File: src/rtl/snake_pkg.sv
// Shared definitions for the snake game control block.
// State encodings, grid defaults and the LFSR polynomial.
package snake_pkg;

    typedef enum logic [2:0] {
        ST_START = 3'b001,
        ST_PLAY  = 3'b010,
        ST_END   = 3'b100
    } state_t;

    localparam int GRID_W_DEF      = 40;
    localparam int GRID_H_DEF      = 30;
    localparam int GREEN_EVERY_DEF = 5;
    localparam logic [15:0] LFSR_SEED_DEF = 16'hACE1;

    // Taps 16,14,13,11 of a left-shifting Fibonacci register
    localparam logic [15:0] LFSR_TAPS = 16'hB400;

    function automatic logic [15:0] lfsr_step(input logic [15:0] s);
        return {s[14:0], ^(s & LFSR_TAPS)};
    endfunction

endpackage

File: src/rtl/snake_game_ctrl_apple_gen.sv
// Apple placement: free-running LFSR, fold into the grid, avoid the head,
// and count eats so that every GREEN_EVERY-th apple is green.
module apple_gen
    import snake_pkg::*;
#(
    parameter int          GRID_W      = GRID_W_DEF,
    parameter int          GRID_H      = GRID_H_DEF,
    parameter int          GREEN_EVERY = GREEN_EVERY_DEF,
    parameter logic [15:0] LFSR_SEED   = LFSR_SEED_DEF
) (
    input  logic       clk,
    input  logic       rst,
    input  logic       load_init,
    input  logic       next,
    input  logic [5:0] head_x,
    input  logic [4:0] head_y,
    output logic [5:0] x,
    output logic [4:0] y,
    output logic       apple_type
);

    localparam int CW = (GREEN_EVERY > 1) ? $clog2(GREEN_EVERY) : 1;
    localparam logic [5:0] INIT_X = 6'(GRID_W - 10);
    localparam logic [4:0] INIT_Y = 5'(GRID_H / 2);

    logic [15:0]   lfsr;
    logic [CW-1:0] eat_cnt;
    logic [CW-1:0] cnt_nxt;
    logic [6:0]    fx7;
    logic [5:0]    fy6;
    logic [5:0]    nx;
    logic [4:0]    ny;

    // A single conditional subtract is enough because the raw fields
    // are at most twice the grid size.
    always_comb begin
        fx7 = {1'b0, lfsr[5:0]};
        if (fx7 >= 7'(GRID_W)) begin
            fx7 = fx7 - 7'(GRID_W);
        end
        fy6 = {1'b0, lfsr[12:8]};
        if (fy6 >= 6'(GRID_H)) begin
            fy6 = fy6 - 6'(GRID_H);
        end
        nx = fx7[5:0];
        ny = fy6[4:0];
        if (nx == head_x && ny == head_y) begin
            if (32'(nx) == GRID_W - 1) begin
                nx = 6'd0;
            end else begin
                nx = nx + 6'd1;
            end
        end
    end

    always_comb begin
        if (eat_cnt == CW'(GREEN_EVERY - 1)) begin
            cnt_nxt = '0;
        end else begin
            cnt_nxt = eat_cnt + CW'(1);
        end
    end

    always_ff @(posedge clk or posedge rst) begin
        if (rst) begin
            lfsr       <= LFSR_SEED;
            eat_cnt    <= '0;
            x          <= INIT_X;
            y          <= INIT_Y;
            apple_type <= 1'b0;
        end else begin
            lfsr <= lfsr_step(lfsr);
            if (load_init) begin
                eat_cnt    <= '0;
                x          <= INIT_X;
                y          <= INIT_Y;
                apple_type <= 1'b0;
            end else if (next) begin
                eat_cnt    <= cnt_nxt;
                x          <= nx;
                y          <= ny;
                apple_type <= (cnt_nxt == CW'(GREEN_EVERY - 1));
            end
        end
    end

endmodule

File: src/rtl/snake_game_ctrl.sv
// Snake game control: START/PLAY/END state machine, eat detection and
// apple placement handshake with the score display and renderer.
module snake_game_ctrl
    import snake_pkg::*;
#(
    parameter int          GRID_W      = GRID_W_DEF,
    parameter int          GRID_H      = GRID_H_DEF,
    parameter int          GREEN_EVERY = GREEN_EVERY_DEF,
    parameter logic [15:0] LFSR_SEED   = LFSR_SEED_DEF
) (
    input  logic       Clk_50mhz,
    input  logic       Rst,
    input  logic       Key_start,
    input  logic       Move_tick,
    input  logic [5:0] Head_x,
    input  logic [4:0] Head_y,
    input  logic       Hit_sig,
    output logic [2:0] Game_status,
    output logic       Body_add_sig,
    output logic       Apple_type,
    output logic [5:0] Apple_x,
    output logic [4:0] Apple_y
);

    state_t     state;
    logic       key_q;
    logic       press;
    logic       eat;
    logic       load_init;
    logic [5:0] head_x_q;
    logic [4:0] head_y_q;

    assign press     = Key_start & ~key_q;
    assign load_init = (state == ST_START) & press;
    assign eat       = (state == ST_PLAY) & Move_tick & ~Hit_sig &
                       (Head_x == Apple_x) & (Head_y == Apple_y);

    assign Game_status = state;

    // The head is latched at the eat so the new apple avoids the cell the
    // head occupied, even though Head_x/Head_y are only valid on the tick.
    always_ff @(posedge Clk_50mhz or posedge Rst) begin
        if (Rst) begin
            state        <= ST_START;
            key_q        <= 1'b0;
            Body_add_sig <= 1'b0;
            head_x_q     <= '0;
            head_y_q     <= '0;
        end else begin
            key_q        <= Key_start;
            Body_add_sig <= eat;
            if (eat) begin
                head_x_q <= Head_x;
                head_y_q <= Head_y;
            end
            unique case (state)
                ST_START: if (press) state <= ST_PLAY;
                ST_PLAY:  if (Move_tick && Hit_sig) state <= ST_END;
                ST_END:   if (press) state <= ST_START;
                default:  state <= ST_START;
            endcase
        end
    end

    apple_gen #(
        .GRID_W      (GRID_W),
        .GRID_H      (GRID_H),
        .GREEN_EVERY (GREEN_EVERY),
        .LFSR_SEED   (LFSR_SEED)
    ) u_apple_gen (
        .clk        (Clk_50mhz),
        .rst        (Rst),
        .load_init  (load_init),
        .next       (Body_add_sig),
        .head_x     (head_x_q),
        .head_y     (head_y_q),
        .x          (Apple_x),
        .y          (Apple_y),
        .apple_type (Apple_type)
    );

endmodule

File: config.mk
export PLATFORM = sky130hd
export DESIGN_NAME = snake_game_ctrl
export DESIGN_NICKNAME = d
export VERILOG_FILES = /design/src/rtl/snake_pkg.sv /design/src/rtl/snake_game_ctrl_apple_gen.sv /design/src/rtl/snake_game_ctrl.sv
export SDC_FILE = /design/constraint.sdc
export NUM_CORES = 1
export LEC_CHECK = 0
export ABC_AREA = 1
export CAP_MARGIN = 20
export CORE_MARGIN = 2
export CORE_UTILIZATION = 40
export CTS_CLUSTER_SIZE = 16
export DETAILED_ROUTE_END_ITERATION = 10
export GPL_TIMING_DRIVEN = 0
export PLACE_DENSITY = 0.73
export SLEW_MARGIN = 0
export SYNTH_ARGS = -nofsm -noshare
export SYNTH_HDL_FRONTEND = slang
export SYNTH_HIERARCHICAL = 1
export SYNTH_SLANG_ARGS = --single-unit
File: constraint.sdc
create_clock -name Clk_50mhz -period 2.14 [get_ports Clk_50mhz]
set_clock_uncertainty 0.15 [all_clocks]
set_input_delay 0.428 -clock Clk_50mhz [delete_from_list [all_inputs] [get_ports Clk_50mhz]]
set_output_delay 0.428 -clock Clk_50mhz [all_outputs]
set_load 0.01 [all_outputs]
# After elaboration in Yosys (flattened, before gate mapping)
# Index checks and enable logic that the tools add are counted.
totals:
  regBits: 47
  input_bits: 16
  word_cells: 59
op_classes:
  addsub: 4
  order_cmp: 2
  n_eq_ne: 13
  n_mux: 17
  n_bitwise: 8
  n_reduce_logical: 5
ops:
  columns: ["operator", "n"]
  rows:
  - ["6-bit two-way mux", 5]
  - ["3-bit two-way mux", 6]
  - ["16-bit parity", 1]
  - ["5-bit two-way mux", 3]
  - ["6-bit == test", 2]
  - ["5-bit == test", 2]
  - ["3-bit == test (second input constant)", 3]
  - ["3-bit one-hot mux with 3 select lines", 1]
  - ["6-bit by 1-bit adder with 6-bit output (second input constant)", 1]
  - ["1-bit bitwise AND", 6]
  - ["6-bit == test (second input constant)", 1]
  - ["6-bit greater-or-equal comparator (second input constant)", 1]
  - ["6-bit subtractor (second input constant)", 1]
  - ["5-bit greater-or-equal comparator (second input constant)", 1]
  - ["5-bit subtractor (second input constant)", 1]
  - ["2-bit != test (second input constant)", 2]
  - ["3-bit by 1-bit adder with 3-bit output (second input constant)", 1]
  - ["3-bit by 1-bit == test with 1-bit output (second input constant)", 1]
  - ["3-bit by 2-bit == test with 1-bit output (second input constant)", 1]
  - ["3-bit AND reduction", 1]
  - ["1-bit logical AND", 2]
  - ["1-bit two-way mux", 2]
  - ["2-bit by 1-bit != test with 1-bit output (second input constant)", 1]
  - ["1-bit NOT", 2]
  - ["2-bit nonzero test", 1]

# Logic depth before layout (Yosys ltp)
# Gate-level depths: netlist of the first run.
depth:
  ltp_word: 7
  ltp_mapped: 14
  mapped_depth_nobuf: 14

# Cells and area by module
# Netlist of the first run, hierarchy kept.
modules_own_cells:
  columns: ["module", "instances", "cells_each", "area_per_inst_um2"]
  rows:
  - ["apple_gen", 1, 203, 1697.9]
  - ["snake_game_ctrl", 1, 137, 928.4]

# Least setup slack after synthesis of the first run
# Ideal clock, no wire load.
synth_path:
  kind: "reg-to-reg"
  from: "register u_apple_gen.lfsr[10]"
  to: "register u_apple_gen.x[2]"
  arrival_time_ns: 1.686
  required_time_ns: 1.913
  slack_ns: 0.227
  path_stages_with_launch: 13
  path_buffers: 0
  synth_period_minus_slack_ns: 1.913
  path_cell_list: "dfstp_2 -> ha_1 -> nand2_1 -> a21boi_2 -> nand2_2 -> nand2_2 -> nand3b_1 -> nand2_4 -> nand3_4 -> nand2_1 -> nand3_1 -> nand2_1 -> nand2_1"
synth_between:
  elab_chain_len: 7
  word_cells_on_any_way: 8
  classes_between: "add/sub (1); order compare (1); eq/ne (1); mux (4); reduce/logical (1)"
synth_lines:
  columns: ["element", "line_no", "rtl"]
  rows:
  - ["start, declared", "snake_game_ctrl_apple_gen.sv:26", "logic [15:0] lfsr;"]
  - ["start signal, assigned", "snake_game_ctrl_apple_gen.sv:72", "lfsr <= lfsr_step(lfsr);"]
  - ["5-bit subtractor / 5-bit greater-or-equal comparator (equally long branches)", "snake_game_ctrl_apple_gen.sv:43, snake_game_ctrl_apple_gen.sv:42", null]
  - ["5-bit two-way mux *", "snake_game_ctrl_apple_gen.sv:42", "if (fy6 >= 6'(GRID_H)) begin"]
  - ["5-bit == test *", "snake_game_ctrl_apple_gen.sv:47", "if (nx == head_x && ny == head_y) begin"]
  - ["1-bit logical AND *", "snake_game_ctrl_apple_gen.sv:47", null]
  - ["6-bit two-way mux *", "snake_game_ctrl_apple_gen.sv:47", null]
  - ["6-bit two-way mux *", "snake_game_ctrl_apple_gen.sv:78", "end else if (next) begin"]
  - ["6-bit two-way mux *", "snake_game_ctrl_apple_gen.sv:73", "if (load_init) begin"]
  - ["end signal, assigned", "snake_game_ctrl_apple_gen.sv:80", "x <= nx;"]
  - ["end, declared", "snake_game_ctrl_apple_gen.sv:17", "output logic [5:0] x,"]
# Every way passes the cells marked *; elsewhere a longest branch is shown, timed or not. The select of a mux whose other input is x is not followed.
# A chain may end at the register's enable or synchronous reset.

# Worst setup path after layout of the first run
layout_path:
  from: "register u_apple_gen.lfsr[10]"
  to: "register u_apple_gen.x[4]"
# Same word-level chain as after synthesis.

==> impl_metrics.yaml, run 1 <==
worst_setup_path:
  cp_slowest_stage_delay_ps: 570
  reg2reg_from: "u_apple_gen/lfsr[10]$_DFF_PP1_"
  r2r-end: "u_apple_gen/x[4]$_DFFE_PP1P_"
  crit_end: "u_apple_gen/x[4]$_DFFE_PP1P_"
  r2r_slack_ps: 60
  cp.depth: 12
  critPathBufInv: 0
  end_kind: "register"
  path_class: "register to register"
  startpoint: "u_apple_gen/lfsr[10]$_DFF_PP1_"
  cp.arrival_ps: 2180
  cp-start-kind: "register"
  crit_slowest_cell: "dfstp_2"
  cp_common_cell: "nand2_2"
  path_delay_family: "simple AND/OR/NAND/NOR gates"
  reg2reg_depth: 12
  worstPathMaxFanout: 7
  crit_chain: "ha_4, nand2_4, a21boi_4, nand2_2, nand2_2, nand3b_1, nand2_4, nand3_4, nand2_2, nand3_2, nand2_1, nand2_1"
  worstPathRequired_ps: 2240
detailed_routing:
  topRoutingLayerUsed: "met4"
  first_pass_iters: 4
  vias: 2246
  drt-total-wl_um: 6233
  drt_iter0_markers: 108
  antenna_left: 0
  wl_met3_um: 344
  route.layer.met1.wl_um: 2666
  viasPerCell: 4.861
  wire_per_inst_um: 13.49
  wl_met2_um: 3108
  route.detailed.drc: 0
timing:
  grt_setup_unrepaired: "yes"
  tightest_slew_ps: 645.5
  setup_violations: 0
  max_freq_mhz: 481.3
  post-route-min-period_ps: 2078
  maxSlewHeadroom_pct: 56.92
  hold_viol: 0
  setup_ws_ps: 62.38
  slew_viol_final: 0
  min_period_over_period_pct: 97.09
yosys:
  synth_top_area_share_pct: 28.59
  synthCells: 340
  synthFlopType: "dfrtp_1"
  yosysMostFrequentCell: "nand2_1"
  synth_edf_count: 0
  synth_async_sr_flop_share_pct: 100.0
  yosys_warnings: 6
  ys_types: 33
  synth_area_leaders: "dfrtp_1, dfstp_2, nand2_1"
  synth_commonest_cells: "nand2_1, inv_1, dfrtp_1, nand3_1, nor2_1"
  yosys.area.top_type: "dfrtp_1"
  ys_seq_area_share_pct: 45.59
  ys_ff_latch: 47
  synth_nets: 362
  syn_area_per_cell_sq_um: 7.724
  synth_area_sq_mm: 0.002626
clock_network:
  cts_tree: "done"
  cts_buffer_depth: 2
  clkTransAtPathRegs_ps: 90
  root_buffer: "clkbuf_8"
  cts_buffers: 5
  h-tree-depth: 2
  cts.sinks: 47
  clk_latency_ps: 310
outcome:
  status: "completed"
grt:
  grt_pass1_wl_um: 10160
  grt.overflow.total: 0
  antenna_found_initial: 0
  grt_pass1_vias: 2136
  track_usage_pct: 17.92
  grt_max_degree: 24
floorplan:
  rows: 29
  start_util_pct: 41.36
  die_y_um: 85.03
  dieArea_sq_mm: 0.007230
  die_w_um: 85.03
  io_pins: 32
  coreArea_sq_mm: 0.006350
pwr:
  p_per_area_mw_per_mm2: 835.2
  ir_worst_vdd_v: 0.0006407
  leakagePower_nw: 1.677
place:
  gp_congestion: 0.8350
  place_ws_ps: -542.0
  io_buffers: 31
  dp_hpwl_um: 4547
  place_inst: 449
finish:
  final_cells: 462
  syn2layout_area_growth_pct: 25.82
  nets: 406
  num_antenna_cells: 0
  n_fill_cell: 577
  final_util_pct: 52.04
  drive_gt1_share_pct: 23.12
hold_path:
  hp-class: "register to register"
flow_run:
  drv_cap: 0
[per-layer routing]
| layer | vias up | global-route usage [%] |
|---|---|---|
| met5 | - | 0 |
| met4 | 0 | 5.772 |
| met3 | 11 | 3.696 |
| met2 | 51 | 28.62 |
| met1 | 1061 | 24.53 |
| li1 | 1123 | - |
[timing repair]
action	4_1_cts	5_1_grt
pin swaps	1	11
setup endpoints to repair	10	11
gates resized for setup	4	24
buffers inserted	1	4
hold buffers	0	0
[where the power goes]
group          internal (mW)  switching, mW
sequential              1.10          0.147
combinational          0.460          0.502
clock                  0.228          0.318
total                   1.79          0.967
[sequential cells by signal (all words and copies together) (netlist names)]
name                    cells
head_x_q                    6
u_apple_gen/apple_type      1
u_apple_gen/y               5
u_apple_gen/lfsr           16
head_y_q                    5
u_apple_gen/eat_cnt         3
key_q                       1
u_apple_gen/x               6
Body_add_sig                1
Game_status                 3
[stage by stage]
step / hold WS (ps) / power (mW) / setup TNS [ps] / cell area [sq um]
2_1_floorplan: 183.0 / 1.766 / 0 / 2626
3_3_place_gp: 187.4 / 2.158 / -5008 / 3033
3_5_place_dp: 198.4 / 2.199 / -5187 / 3060
4_1_cts: 210.3 / 2.758 / 0 / 3173
5_1_grt: 212.2 / 2.972 / -307.1 / 3304
6_report: 206.8 / 2.760 / 0 / 3304
[final cells by class]
cell class,count,area [sq um],share of cell area (%)
clock inverters,3,20.02,0.6058
flip-flops and latches,47,1197,36.24
clock buffers,5,68.82,2.083
inverters,57,215.2,6.513
well taps,77,96.34,2.916
multi-input cells,233,1304,39.45
plain buffers,3,23.77,0.7194
repair buffers,37,379.1,11.47
[cell usage in the layout (no fill, tap or decap), types with 5 or more instances in the layout]
| master | count |
|---|---|
| nand2_1 | 110 |
| inv_1 | 53 |
| clkdlybuf4s50_1 | 31 |
| dfrtp_1 | 30 |
| nor2_1 | 21 |
| nand3_1 | 19 |
| nand2_2 | 18 |
| dfstp_2 | 17 |
| nand3_2 | 9 |
| nor2_4 | 5 |
| buf_4 | 5 |
| clkbuf_8 | 5 |
| nand4_1 | 5 |
| ha_1 | 5 |
[cells by family after synthesis]
kind of cell | share of synthesized area [%]
AND/OR/NAND/NOR | 35.68
buffers and inverters | 9.052
flip-flops | 45.59
AO/OA/AOI/OAI | 3.573
XOR/XNOR | 3.240
adder cells (fa/ha/maj) | 2.858
[worst min path at each step]
stage                                    from                             end  cells after the start
3_5_place_dp    u_apple_gen/lfsr[6]$_DFF_PP1_   u_apple_gen/lfsr[7]$_DFF_PP1_                      0
3_3_place_gp   u_apple_gen/lfsr[14]$_DFF_PP0_  u_apple_gen/lfsr[15]$_DFF_PP1_                      0
2_1_floorplan  u_apple_gen/lfsr[14]$_DFF_PP0_  u_apple_gen/lfsr[15]$_DFF_PP1_                      0
6_report        u_apple_gen/lfsr[6]$_DFF_PP1_   u_apple_gen/lfsr[7]$_DFF_PP1_                      0
4_1_cts         u_apple_gen/lfsr[6]$_DFF_PP1_   u_apple_gen/lfsr[7]$_DFF_PP1_                      0
5_1_grt         u_apple_gen/lfsr[6]$_DFF_PP1_   u_apple_gen/lfsr[7]$_DFF_PP1_                      0
Note: power is estimated with default switching activity, not from simulation.
==> inputs of run 2 (changes only) <==
- CORE_ASPECT_RATIO: not set -> 1.25
==> impl_metrics.yaml, run 2 (same netlist as run 1, synthesis figures left out) <==
detailed_routing:
  viasPerCell: 4.813
  vias: 2291
  route.detailed.drc: 0
  wire_per_inst_um: 12.99
  drt_iter0_markers: 167
  antenna_left: 0
  drt-total-wl_um: 6184
  first_pass_iters: 4
outcome:
  status: "completed"
finish:
  syn2layout_area_growth_pct: 27.01
  n_fill_cell: 606
  seqCellArea_sq_mm: 0.001199
  nets: 410
  final_common_cell: "nand2_1"
  num_antenna_cells: 0
  multiInputGateArea_sq_mm: 0.001282
  drive_gt1_share_pct: 23.39
  regMostFlops: "u_apple_gen/lfsr"
  final_cells: 476
  largest_reg_flops: 16
  largestRegisters: "u_apple_gen/lfsr: 16 flops, head_x_q: 6 flops, u_apple_gen/x: 6 flops"
  final_util_pct: 51.79
  final_cell_mix: "nand2_1, inv_1, clkdlybuf4s50_1, dfrtp_1, nand3_1"
floorplan:
  coreArea_sq_mm: 0.006441
  dieArea_sq_mm: 0.007234
  io_pins: 32
  die_y_um: 94.60
  start_util_pct: 40.77
  rows: 33
  die_w_um: 76.48
timing:
  slew_viol_final: 0
  hold_ws_ps: 212.4
  tightest_slew_ps: 735.2
  hold_viol: 0
  max_freq_mhz: 480.8
  setup_violations: 0
  maxSlewHeadroom_pct: 50.94
  grt_setup_unrepaired: "yes"
  min_period_over_period_pct: 97.19
  post-route-min-period_ps: 2080
worst_setup_path:
  r2r-end: "u_apple_gen/x[0]$_DFFE_PP0P_"
  worstPathMaxFanout: 7
  worstPathRequired_ps: 2190
  r2r_slack_ps: 60
  cp_slowest_stage_delay_ps: 570
  critPathBufInv: 0
  path_delay_family: "simple AND/OR/NAND/NOR gates"
  crit_slowest_cell: "dfstp_2"
  end_kind: "register"
  startpoint: "u_apple_gen/lfsr[10]$_DFF_PP1_"
  cp.arrival_ps: 2130
  path_class: "register to register"
  cp_common_cell: "nand2_2"
  reg2reg_from: "u_apple_gen/lfsr[10]$_DFF_PP1_"
  reg2reg_depth: 12
  cp-start-kind: "register"
  crit_chain: "ha_4, nand2_4, nand2_1, nand2_2, nand2_2, nand2_1, nand2_2, nand3_2, nor2_4, nand3_4, nor2_1, o21ai_2"
pwr:
  p_per_area_mw_per_mm2: 844.0
  switchingPower_uw: 994.7
  leakagePower_nw: 1.691
  pwr-share-comb_pct: 34.8
  ir_worst_vdd_v: 0.0005572
  pwr-share-seq_pct: 44.2
  p_int_mw: 1.821
  swShare_pct: 35.33
  pwr-share-clk_pct: 21.0
clock_network:
  clk_latency_ps: 310
  cts_buffers: 5
  holdBufCountCts: 0
  clkTransAtPathRegs_ps: 100
  cts.sinks: 47
  root_buffer: "clkbuf_8"
  cts_tree: "done"
  cts_buffer_depth: 2
  h-tree-depth: 2
place:
  dp_hpwl_um: 4441
  gp_congestion: 0.8756
  place_inst: 459
  io_buffers: 31
grt:
  track_usage_pct: 17.82
  grt_pass1_wl_um: 10020
  grt_pass1_vias: 2198
  grt.overflow.total: 0
  grt_max_degree: 19
  antenna_found_initial: 0
hold_path:
  min_to: "u_apple_gen/lfsr[7]$_DFF_PP1_"
  min-delay-start: "u_apple_gen/lfsr[6]$_DFF_PP1_"
  hp-class: "register to register"
  hold_depth: 0
flow_run:
  drv_cap: 0
==> run 2: cell types whose count changed in the layout (fill, tap and decap cells not counted), moves of 2 or more <==
| cell | change |
|---|---|
| inv_6 | +2 |
| nor2_2 | +2 |
| nand3_2 | -3 |
| buf_4 | +4 |
| clkinvlp_4 | -2 |
| nand3_1 | +3 |
==> run 2: worst max path at each step <==
| stage | to | slack, ps | cells after the start |
|---|---|---|---|
| floorplan | u_apple_gen/x[2]$_DFFE_PP1P_ | 230 | 12 |
| global placement | u_apple_gen/x[1]$_DFFE_PP1P_ | -550 | 10 |
| detailed placement | u_apple_gen/x[1]$_DFFE_PP1P_ | -560 | 10 |
| CTS | u_apple_gen/apple_type$_DFFE_PP0P_ | -60 | 9 |
| global route | u_apple_gen/x[4]$_DFFE_PP1P_ | -60 | 14 |
| finish | u_apple_gen/x[0]$_DFFE_PP0P_ | 60 | 12 |
==> run 2: timing repair <==
item | 4_1_cts | 5_1_grt
endpoints found under the setup margin | 14 | 15
setup buffers | 1 | 8
pin swaps | 0 | 8
resized for setup | 1 | 24
gates cloned | 0 | 0
==> run 2: per-stage QoR <==
| stage | setup TNS [ps] | total power [mW] | area [sq um] | worst slack [ps] |
|---|---|---|---|---|
| 5_1_grt | -256.4 | 3.007 | 3336 | -56.48 |
| 4_1_cts | -187.8 | 2.795 | 3179 | -58.56 |
| 2_1_floorplan | 0 | 1.766 | 2626 | 227.2 |
| 6_report | 0 | 2.815 | 3336 | 60.22 |
| 3_5_place_dp | -5334 | 2.195 | 3073 | -564.2 |
| 3_3_place_gp | -5220 | 2.161 | 3045 | -545.9 |
==> run 2: cell type report <==
cell class,instances,share of cell area (%)
multi-input cells,233,38.45
flip-flops and latches,47,35.93
repair buffers,41,12.27
inverters,57,6.452
well taps,87,3.263
clock buffers,5,2.063
clock inverters,3,0.8627
plain buffers,3,0.7127
==> run 2: power by group through the flow <==
stage | sequential [mW] | combinational [mW] | clock [mW]
after floorplan | 1.30 | 0.469 | 0
after global placement | 1.25 | 0.907 | 0
after detailed placement | 1.26 | 0.932 | 0
after CTS | 1.25 | 0.941 | 0.608
after global routing | 1.26 | 1.10 | 0.645
final | 1.24 | 0.979 | 0.592
==> run 2: metal layers <==
layer	part of all wire [%]	track usage (%)
met4	2.6	8.939
met3	4.4	3.250
met5	0	0
met2	52	32.52
met1	41	20.06
==> inputs of run 3 (changes only) <==
- TNS_END_PERCENT: not set -> 5
==> impl_metrics.yaml, run 3 (same netlist as run 1, synthesis figures left out) <==
place:
  place_ws_ps: -564.2
  io_buffers: 31
  gp_congestion: 0.8756
  dp_hpwl_um: 4441
timing:
  grt_setup_unrepaired: "yes"
  min_period_over_period_pct: 98.13
  post-route-min-period_ps: 2100
  tightest_slew_ps: 739.4
  slew_viol_final: 0
  max_freq_mhz: 476.2
  setup_violations: 0
  hold_viol: 0
  hold_ws_ps: 212.9
  setup_ws_ps: 39.92
  maxSlewHeadroom_pct: 50.65
grt:
  grt_pass1_wl_um: 9977
  track_usage_pct: 17.76
  grt_pass1_vias: 2192
  grt_max_degree: 19
  antenna_found_initial: 0
  grt.overflow.total: 0
outcome:
  status: "completed"
finish:
  final_common_cell: "nand2_1"
  num_antenna_cells: 0
  largestRegisters: "u_apple_gen/lfsr: 16 flops, head_x_q: 6 flops, u_apple_gen/x: 6 flops"
  regMostFlops: "u_apple_gen/lfsr"
  drive_gt1_share_pct: 21.96
  final_cell_mix: "nand2_1, inv_1, clkdlybuf4s50_1, dfrtp_1, nand3_1"
  syn2layout_area_growth_pct: 26.06
  nets: 408
  n_fill_cell: 611
  largest_reg_flops: 16
worst_setup_path:
  worstPathRequired_ps: 2190
  worstPathMaxFanout: 7
  cp-start-kind: "register"
  end_kind: "register"
  cp.arrival_ps: 2150
  path_class: "register to register"
pwr:
  finalPower_mw: 2.813
  pwr-share-seq_pct: 44.3
  swShare_pct: 35.19
  leakagePower_nw: 1.683
  ir_worst_vdd_v: 0.0005528
  pwr-share-comb_pct: 34.8
  p_int_mw: 1.823
  p_per_area_mw_per_mm2: 849.6
  switchingPower_uw: 989.9
  pwr-share-clk_pct: 20.9
clock_network:
  clk_latency_ps: 310
  cts_buffers: 5
  h-tree-depth: 2
  cts.sinks: 47
  root_buffer: "clkbuf_8"
  clkTransAtPathRegs_ps: 100
  cts_buffer_depth: 2
  holdBufCountCts: 0
  cts_tree: "done"
detailed_routing:
  topRoutingLayerUsed: "met4"
  antenna_left: 0
  drt_iter0_markers: 112
  route.detailed.drc: 0
  wl_met2_um: 3213
  route.layer.met1.wl_um: 2450
  drt-total-wl_um: 6108
  first_pass_iters: 6
  vias: 2288
  viasPerCell: 4.827
  wire_per_inst_um: 12.89
  wl_met3_um: 286
floorplan:
  coreArea_sq_mm: 0.006441
  io_pins: 32
  die_y_um: 94.60
  dieArea_sq_mm: 0.007234
  rows: 33
  die_w_um: 76.48
  start_util_pct: 40.77
flow_run:
  drv_cap: 0
hold_path:
  hp-class: "register to register"
==> run 3: path summary, 6_finish.rpt <==
path | startpoint | end | slack, ps | cells after the start
max in group asynchronous | Rst | u_apple_gen/y[0]$_DFFE_PP1P_ | 810 | 3
min in group asynchronous | Rst | head_y_q[4]$_DFFE_PP0P_ | 400 | 2
min | u_apple_gen/lfsr[6]$_DFF_PP1_ | u_apple_gen/lfsr[7]$_DFF_PP1_ | 210 | 0
max reg2reg | u_apple_gen/lfsr[10]$_DFF_PP1_ | u_apple_gen/x[0]$_DFFE_PP0P_ | 40 | 12
max | u_apple_gen/lfsr[10]$_DFF_PP1_ | u_apple_gen/x[0]$_DFFE_PP0P_ | 40 | 12
min reg2reg | u_apple_gen/lfsr[6]$_DFF_PP1_ | u_apple_gen/lfsr[7]$_DFF_PP1_ | 210 | 0
==> run 3: metal layers <==
| layer | global-route usage, % | vias to the layer above |
|---|---|---|
| li1 | - | 1121 |
| met1 | 19.94 | 1077 |
| met2 | 32.45 | 76 |
| met3 | 3.250 | 14 |
| met4 | 8.939 | 0 |
| met5 | 0 | - |
==> run 3: critical path: stages (launching register included) <==
cell and delay, ps:
dfstp_2 610, ha_4 160, nand2_4 60, nand2_1 70
nand2_2 70, nand2_2 70, nand2_1 60, nand2_2 60
nand3_2 90, nor2_4 210, nand3_4 140, nor2_1 150
o21ai_2 80
==> run 3: cell type report <==
type | count | area (sq um) | area share, %
repair buffers | 39 | 402.9 | 12.17
well taps | 87 | 108.9 | 3.288
clock buffers | 5 | 68.82 | 2.079
clock inverters | 3 | 28.78 | 0.8692
flip-flops and latches | 47 | 1197 | 36.17
plain buffers | 3 | 23.77 | 0.7181
inverters | 57 | 215.2 | 6.500
multi-input cells | 233 | 1265 | 38.21
==> run 3: power by group through the flow <==
stage / clock, mW / combinational, mW / sequential, mW
finish: 0.588 / 0.980 / 1.25
detailed placement: 0 / 0.932 / 1.26
global route: 0.646 / 1.10 / 1.26
CTS: 0.608 / 0.941 / 1.25
floorplan: 0 / 0.469 / 1.30
global placement: 0 / 0.907 / 1.25
==> run 3: stage by stage <==
stage          area [sq um]  instances  utilization [%]  setup TNS [ps]
2_1_floorplan          2626        340                -               0
3_3_place_gp           3045        458            47.28           -5220
3_5_place_dp           3073        459            47.71           -5334
4_1_cts                3177        467            49.32          -254.4
5_1_grt                3311        474            51.40          -375.5
6_report               3311        474            51.40               0
==> run 3: timing repair <==
| action | CTS | global route |
|---|---|---|
| setup buffers | 0 | 7 |
| gates resized for setup | 2 | 17 |
| pin swaps | 0 | 7 |
| endpoints found under the setup margin | 14 | 15 |
